## src/rtl/vga_timing_ctrl.sv

```systemverilog
// 640x480@60 raster timing generator; issues pixel coordinates to the page generators
// and re-times their pixel data so RGB and sync reach the connector on the same clock.
module vga_timing_ctrl #(
  parameter int H_VISIBLE = 640,
  parameter int H_FRONT   = 16,
  parameter int H_SYNC    = 96,
  parameter int H_BACK    = 48,
  parameter int V_VISIBLE = 480,
  parameter int V_FRONT   = 10,
  parameter int V_SYNC    = 2,
  parameter int V_BACK    = 33,
  parameter bit SYNC_POL  = 1'b0,
  parameter int PIX_LAT   = 1
) (
  input  logic        vga_clk,
  input  logic        vga_rst_n,
  output logic [9:0]  x_pos,
  output logic [9:0]  y_pos,
  output logic        frame_start,
  input  logic [11:0] pixel_data,
  output logic [3:0]  vga_r,
  output logic [3:0]  vga_g,
  output logic [3:0]  vga_b,
  output logic        vga_hs,
  output logic        vga_vs,
  output logic        vga_de
);

  localparam int H_TOTAL = H_VISIBLE + H_FRONT + H_SYNC + H_BACK;
  localparam int V_TOTAL = V_VISIBLE + V_FRONT + V_SYNC + V_BACK;

  localparam logic [9:0] H_MAX  = 10'(H_TOTAL - 1);
  localparam logic [9:0] H_FP_S = 10'(H_VISIBLE);
  localparam logic [9:0] H_SY_S = 10'(H_VISIBLE + H_FRONT);
  localparam logic [9:0] H_BP_S = 10'(H_VISIBLE + H_FRONT + H_SYNC);
  localparam logic [9:0] V_MAX  = 10'(V_TOTAL - 1);
  localparam logic [9:0] V_FP_S = 10'(V_VISIBLE);
  localparam logic [9:0] V_SY_S = 10'(V_VISIBLE + V_FRONT);
  localparam logic [9:0] V_BP_S = 10'(V_VISIBLE + V_FRONT + V_SYNC);

  typedef enum logic [1:0] {PH_VIS, PH_FRONT, PH_SYNC, PH_BACK} phase_t;

  logic [9:0] r_h_cnt, r_v_cnt;
  logic [9:0] w_h_nxt, w_v_nxt;
  logic       w_h_last, w_v_last;
  phase_t     w_h_phase, w_v_phase;
  logic       w_vis0, w_hs0, w_vs0;

  logic [PIX_LAT-1:0] r_vis_pipe, r_hs_pipe, r_vs_pipe;
  logic               w_vis_d, w_hs_d, w_vs_d;

  assign w_h_last = (r_h_cnt == H_MAX);
  assign w_v_last = (r_v_cnt == V_MAX);
  assign w_h_nxt  = w_h_last ? 10'd0 : r_h_cnt + 10'd1;
  assign w_v_nxt  = !w_h_last ? r_v_cnt : (w_v_last ? 10'd0 : r_v_cnt + 10'd1);

  always_ff @(posedge vga_clk or negedge vga_rst_n) begin
    if (!vga_rst_n) begin
      r_h_cnt     <= '0;
      r_v_cnt     <= '0;
      frame_start <= 1'b0;
    end else begin
      r_h_cnt     <= w_h_nxt;
      r_v_cnt     <= w_v_nxt;
      // Registered from the next count so it lines up with the (0,0) request itself.
      frame_start <= (w_h_nxt == 10'd0) && (w_v_nxt == 10'd0);
    end
  end

  // Phases are pure decodes of the counters; the vertical one moves only when v_cnt does.
  always_comb begin
    w_h_phase = PH_BACK;
    if (r_h_cnt < H_FP_S)      w_h_phase = PH_VIS;
    else if (r_h_cnt < H_SY_S) w_h_phase = PH_FRONT;
    else if (r_h_cnt < H_BP_S) w_h_phase = PH_SYNC;
  end

  always_comb begin
    w_v_phase = PH_BACK;
    if (r_v_cnt < V_FP_S)      w_v_phase = PH_VIS;
    else if (r_v_cnt < V_SY_S) w_v_phase = PH_FRONT;
    else if (r_v_cnt < V_BP_S) w_v_phase = PH_SYNC;
  end

  assign x_pos  = (w_h_phase == PH_VIS) ? r_h_cnt : 10'd0;
  assign y_pos  = (w_v_phase == PH_VIS) ? r_v_cnt : 10'd0;
  assign w_vis0 = (w_h_phase == PH_VIS) && (w_v_phase == PH_VIS);
  assign w_hs0  = (w_h_phase == PH_SYNC) ? SYNC_POL : ~SYNC_POL;
  assign w_vs0  = (w_v_phase == PH_SYNC) ? SYNC_POL : ~SYNC_POL;

  // Delay control by the page generator latency so it meets the matching pixel_data.
  always_ff @(posedge vga_clk or negedge vga_rst_n) begin
    if (!vga_rst_n) begin
      r_vis_pipe <= '0;
      r_hs_pipe  <= {PIX_LAT{~SYNC_POL}};
      r_vs_pipe  <= {PIX_LAT{~SYNC_POL}};
    end else begin
      r_vis_pipe[0] <= w_vis0;
      r_hs_pipe[0]  <= w_hs0;
      r_vs_pipe[0]  <= w_vs0;
      for (int i = 1; i < PIX_LAT; i++) begin
        r_vis_pipe[i] <= r_vis_pipe[i-1];
        r_hs_pipe[i]  <= r_hs_pipe[i-1];
        r_vs_pipe[i]  <= r_vs_pipe[i-1];
      end
    end
  end

  assign w_vis_d = r_vis_pipe[PIX_LAT-1];
  assign w_hs_d  = r_hs_pipe[PIX_LAT-1];
  assign w_vs_d  = r_vs_pipe[PIX_LAT-1];

  always_ff @(posedge vga_clk or negedge vga_rst_n) begin
    if (!vga_rst_n) begin
      vga_r  <= '0;
      vga_g  <= '0;
      vga_b  <= '0;
      vga_de <= 1'b0;
      vga_hs <= ~SYNC_POL;
      vga_vs <= ~SYNC_POL;
    end else begin
      {vga_b, vga_g, vga_r} <= w_vis_d ? pixel_data : 12'h000;
      vga_de <= w_vis_d;
      vga_hs <= w_hs_d;
      vga_vs <= w_vs_d;
    end
  end

endmodule

```

## config.mk

```make
export PLATFORM = sky130hd
export DESIGN_NAME = vga_timing_ctrl
export DESIGN_NICKNAME = d
export VERILOG_FILES = /design/src/rtl/vga_timing_ctrl.sv
export SDC_FILE = /design/constraint.sdc
export NUM_CORES = 1
export LEC_CHECK = 0
export BUFFER_PORTS_ARGS = -buffer_cell sky130_fd_sc_hd__buf_2
export CORE_ASPECT_RATIO = 1.4
export CORE_UTILIZATION = 59
export CTS_BUF_LIST = sky130_fd_sc_hd__clkbuf_8
export CTS_CLUSTER_SIZE = 14
export DETAILED_ROUTE_END_ITERATION = 12
export PLACE_DENSITY = 0.85
export SYNTH_ARGS = -nofsm -noshare
export SYNTH_HDL_FRONTEND = slang
export SYNTH_SLANG_ARGS = --single-unit
```

## constraint.sdc

```tcl
create_clock -name vga_clk -period 3.8 [get_ports vga_clk]
set_input_delay 1.14 -clock vga_clk [delete_from_list [all_inputs] [get_ports vga_clk]]
set_output_delay 1.14 -clock vga_clk [all_outputs]
set_load 0.1 [all_outputs]
```

**Word level (Yosys, flattened, before mapping)**

Cells that the tools add are included.
Widths: inputs -> output; s select.

- Equality and inequality tests: 4
- $lt $le $gt $ge: 6
- Add/sub/neg operators: 2
- Reduce and logical (&&, ||, !) cells: 6
- Multiplexer cells: 14

Operators with widths:

| cell | count |
|---|---|
| $mux 10 | 5 |
| $lt 10x10->1 const B | 3 |
| $lt 10x9->1 const B | 3 |
| $add 10x1->10 const B | 2 |
| $eq 10x10->1 const B | 2 |
| $logic_not 10->1 | 2 |
| $mux 12 | 1 |
| $mux 2 | 4 |
| $eq 2x2->1 const B | 2 |
| $logic_not 2->1 | 2 |
| $mux 1 | 4 |
| $logic_and 1x1->1 | 2 |

- Word-level logic and storage cells: 44
- Input bits: 14
- Register bits: 39
- Output and inout bits: 36

**Depth between registers and ports, before layout**

- Depth after elaboration: 6
- Gate-level depth with buffers: 9
- Depth with buffers taken out: 8

**Least setup slack after synthesis**

No wires, ideal clock.

- Path type: register to output
- From: register r_v_cnt[7]
- To: output port y_pos[0]
- Required time: 2660 ps
- Stages on the path, launching flop included: 5
- Path buffers: 1
- Setup slack: -118 ps
- Arrival time: 2778 ps
- Path through: dfrtp_1 clkbuf_1 nand4_1 inv_1 nor3_1

- Cells in the longest elaborated chain, start to end: 6
- Elaborated cells between the ends (all ways): 8
- Those cells by class: order compare: 3; mux: 4; reduce/logical: 1

Ends and longest elaborated chain:

| what | line | RTL |
|---|---|---|
| start: declaration | 43 | `logic [9:0] r_h_cnt, r_v_cnt;` |
| start signal: assignment | 64 | `r_v_cnt <= w_v_nxt;` |
| $lt 10x9->1 | 82 | `else if (r_v_cnt < V_BP_S) w_v_phase = PH_SYNC;` |
| $mux 1 | 82 |  |
| $mux 2 | 81 | `else if (r_v_cnt < V_SY_S) w_v_phase = PH_FRONT;` |
| $mux 2 (*) | 80 | `if (r_v_cnt < V_FP_S) w_v_phase = PH_VIS;` |
| $logic_not 2->1 (*) | 86 | `assign y_pos = (w_v_phase == PH_VIS) ? r_v_cnt : 10'd0;` |
| $mux 10 (*) | 86 |  |
| end: declaration | 18 | `output logic [9:0] y_pos,` |

Mark *: on every way between the ends. The rest lies on a longest branch, timed or not.

**Worst setup path after layout**

- From: register r_h_cnt[8]
- To: output port x_pos[3]

- Cells in the longest elaborated chain, start to end: 6
- Elaborated cells between the ends (all ways): 8
- Those cells by class: order compare: 3; mux: 4; reduce/logical: 1

Ends and longest elaborated chain:

| what | line | RTL |
|---|---|---|
| start: declaration | 43 |  |
| start signal: assignment | 63 | `r_h_cnt <= w_h_nxt;` |
| $lt 10x10->1 | 75 | `else if (r_h_cnt < H_BP_S) w_h_phase = PH_SYNC;` |
| $mux 1 | 75 |  |
| $mux 2 | 74 | `else if (r_h_cnt < H_SY_S) w_h_phase = PH_FRONT;` |
| $mux 2 (*) | 73 | `if (r_h_cnt < H_FP_S) w_h_phase = PH_VIS;` |
| $logic_not 2->1 (*) | 85 | `assign x_pos = (w_h_phase == PH_VIS) ? r_h_cnt : 10'd0;` |
| $mux 10 (*) | 85 |  |
| end: declaration | 17 | `output logic [9:0] x_pos,` |

Marks and branches as above.

==> flow_summary.yaml <==
outcome:
  outcome: "finished, final reports clean"
finish:
  n_fill_cell: 252
  num_antenna_cells: 0
  multi_input_area_um2: 898
  areaGrowthSynthToFinish_pct: 18.2
  seq_area_um2: 981
  layout-drive-gt1-share: 0.276
  fin_nets: 262
routing:
  first_iter_violations: 51
  routedWlPerCell_um: 15.2
  first_pass_iters: 4
  vias: 1620
  routed_wl_mm: 4.34
  viasPerCell: 5.68
  drc_errors: 0
  postRouteAntennaNets: 0
clock_tree:
  cts_setup_buffers: 0
  clock-root-buffer: "clkbuf_8"
  cts.htree.levels: 2
  ctsResizeCount: 0
  cts_hold_buf: 0
  clock_latency_ps: 290
  clock-sinks: 39
  clk_pin_slew_ps: 80
  tritoncts: "yes"
  cts_inserted_buffers: 5
  clockBufferDepth: 2
logic_synthesis:
  synth_edf_count: 0
  synth_most_common_cell: "dfrtp_1"
  syn-cell-area_mm2: 0.00195
  synth_top_cell_area_share: 0.450
  syn-num-nets: 217
  async_reset_ff_frac: 1.00
  ys_seq_area_frac: 0.504
  ys_ff_latch: 39
  syn-mean-instance-area_um2: 9.74
  synthTopCellsByArea: "dfrtp_1 (45%), and2_1 (10%), dfstp_2 (5.4%)"
  yosysTopAreaCell: "dfrtp_1"
  yosysWarnings: 0
  ys.flop_type: "dfrtp_1"
  synthDistinctLibCells: 40
  synthTopCellsByCount: "dfrtp_1 (35), and2_1 (31), nand2_1 (15)"
  synth_cells: 200
worst_setup_path:
  path_class: "reg2out"
  cp.required_ps: 2660
  startpoint_type: "flop"
  cp_data_arrival_time_ps: 2170
  endpoint_kind: "primary output"
  cp_max_fo: 12
min_path:
  hp-class: "reg2reg"
place:
  port_buffers: 48
  hpwl_mm: 3.10
  place.gp.congestion: 0.908
  dp_slack_ps: 820
die:
  core_area_mm2: 0.00312
  initial_core_util: 0.624
  io_pins: 50
  dieHeight_um: 70.0
  placementRows: 24
  die_x_um: 50.6
  die-area_mm2: 0.00354
sta:
  slew_viol_final: 0
  setup_viol: 0
  rsz0062_at_grt: "false"
  fmax_ghz: 0.302
  min_period_over_period: 0.870
  fin_ws_ps: 494
  skew_ps: 3.96
  tightest_slew_ps: 843
  min_period_ps: 3310
  fin_setup_tns_ps: 0
  timing.slew.headroom: 0.438
  hold_viol: 0
grt:
  grt_use_total: 0.267
  grt_pass1_vias: 1488
  grt_max_degree: 40
  grt_overflow_total: 0
  antenna_found_initial: 0
  grt_pass1_wl_mm: 7.11
power:
  internal_power_w: 0.000629
  power.density_mw_per_mm2: 369
  clock_power_share: 0.409
  total_switching_power_w: 0.000220
  pwr-share-seq: 0.498
  combPwrFrac: 0.093
  swShare: 0.260
  p_leak_nw: 1.07
  vdd_drop_max_v: 0.000367
flow_run:
  cap_violations: 0
[worst max-delay path, cell delays in order (launching register included)]
cell     delay (ps)
dfrtp_1         500
o21ai_0         700
and2_1          240
buf_2           430
[metrics by stage]
stage | hold WS [ps] | std cells | instance area (µm²) | total power, W | util
after global routing | 362 | 285 | 2300 | 0.000876 | 0.738
after detailed placement | 349 | 277 | 2190 | 0.000511 | 0.702
after floorplan | 345 | 200 | 1950 | 0.000489 | -
final | 359 | 285 | 2300 | 0.000849 | 0.738
after CTS | 361 | 285 | 2300 | 0.000856 | 0.738
after global placement | 346 | 277 | 2190 | 0.000509 | 0.702
[layer usage]
metal | share of wire | track usage | vias to the layer above
met4 | 0.020 | 0.108 | 0
met3 | 0.045 | 0.0479 | 10
li1 | - | - | 784
met2 | 0.53 | 0.446 | 49
met1 | 0.40 | 0.335 | 777
met5 | 0 | 0 | -
[registers in the layout (all words and copies together) (netlist names), 4 cells and up]
signal	cells
r_h_cnt	10
r_v_cnt	10
vga_r	4
vga_g	4
vga_b	4
[power groups by stage]
| stage | Combinational, W | Clock, W | Sequential (W) |
|---|---|---|---|
| after floorplan | 0.00000936 | 0 | 0.000480 |
| after global placement | 0.0000787 | 0 | 0.000431 |
| after detailed placement | 0.0000798 | 0 | 0.000431 |
| after CTS | 0.0000800 | 0.000353 | 0.000423 |
| after global routing | 0.0000829 | 0.000370 | 0.000423 |
| final | 0.0000792 | 0.000347 | 0.000423 |
[cells in the final DEF (no fill, tap or decap), types with 2 or more instances in the layout]
cell type and count:
dfrtp_1 35, nand4_1 5, nand2_1 15, xor2_1 3, a21oi_1 8, clkbuf_8 5
dfstp_2 4, nor2b_1 5, and2_1 31, nor3_1 6, o21ai_0 10, inv_1 6
a31oi_1 3, o22a_1 2, o31ai_1 3, nor2_1 9, o22ai_1 3, buf_2 48
and3_1 4, or3_1 3, xnor2_1 5, ha_1 3, nand3_1 11
[path summary, 6_finish.rpt]
| path | from | to | slack, ps | cells past startpoint |
|---|---|---|---|---|
| worst max-delay path | r_h_cnt[8]$_DFF_PN0_ | x_pos[3] | 490 | 3 |
| worst min-delay path | r_vs_pipe$_DFF_PN1_ | vga_vs$_DFF_PN1_ | 360 | 0 |
| worst max register to register | r_h_cnt[0]$_DFF_PN0_ | frame_start$_DFF_PN0_ | 1270 | 7 |
| worst min register to register | r_vs_pipe$_DFF_PN1_ | vga_vs$_DFF_PN1_ | 360 | 0 |
| max in group asynchronous | vga_rst_n | r_h_cnt[8]$_DFF_PN0_ | 2320 | 1 |
| min in group asynchronous | vga_rst_n | r_h_cnt[6]$_DFF_PN0_ | 940 | 1 |
[cell families (layout without fill, tap and decap cells)]
family                   count (synthesis)  after routing  share of synthesized area
multiplexers                             1              1                    0.00770
AND/OR/NAND/NOR                         99             99                      0.292
flip-flops                              39             39                      0.504
other                                    1              1                    0.00192
buffers and inverters                   16             62                     0.0353
XOR/XNOR                                 8              8                     0.0360
adder cells (fa/ha/maj)                  3              3                     0.0193
AO/OA/AOI/OAI                           33             33                      0.104
[final cells by class]
type,instances,area share
clock inverters,3,0.0190
clock buffers,5,0.0299
flip-flops and latches,39,0.426
inverters,6,0.00978
well taps,39,0.0212
multi-input cells,145,0.390
repair buffers,48,0.104
Power figures use the tool's default switching activity.
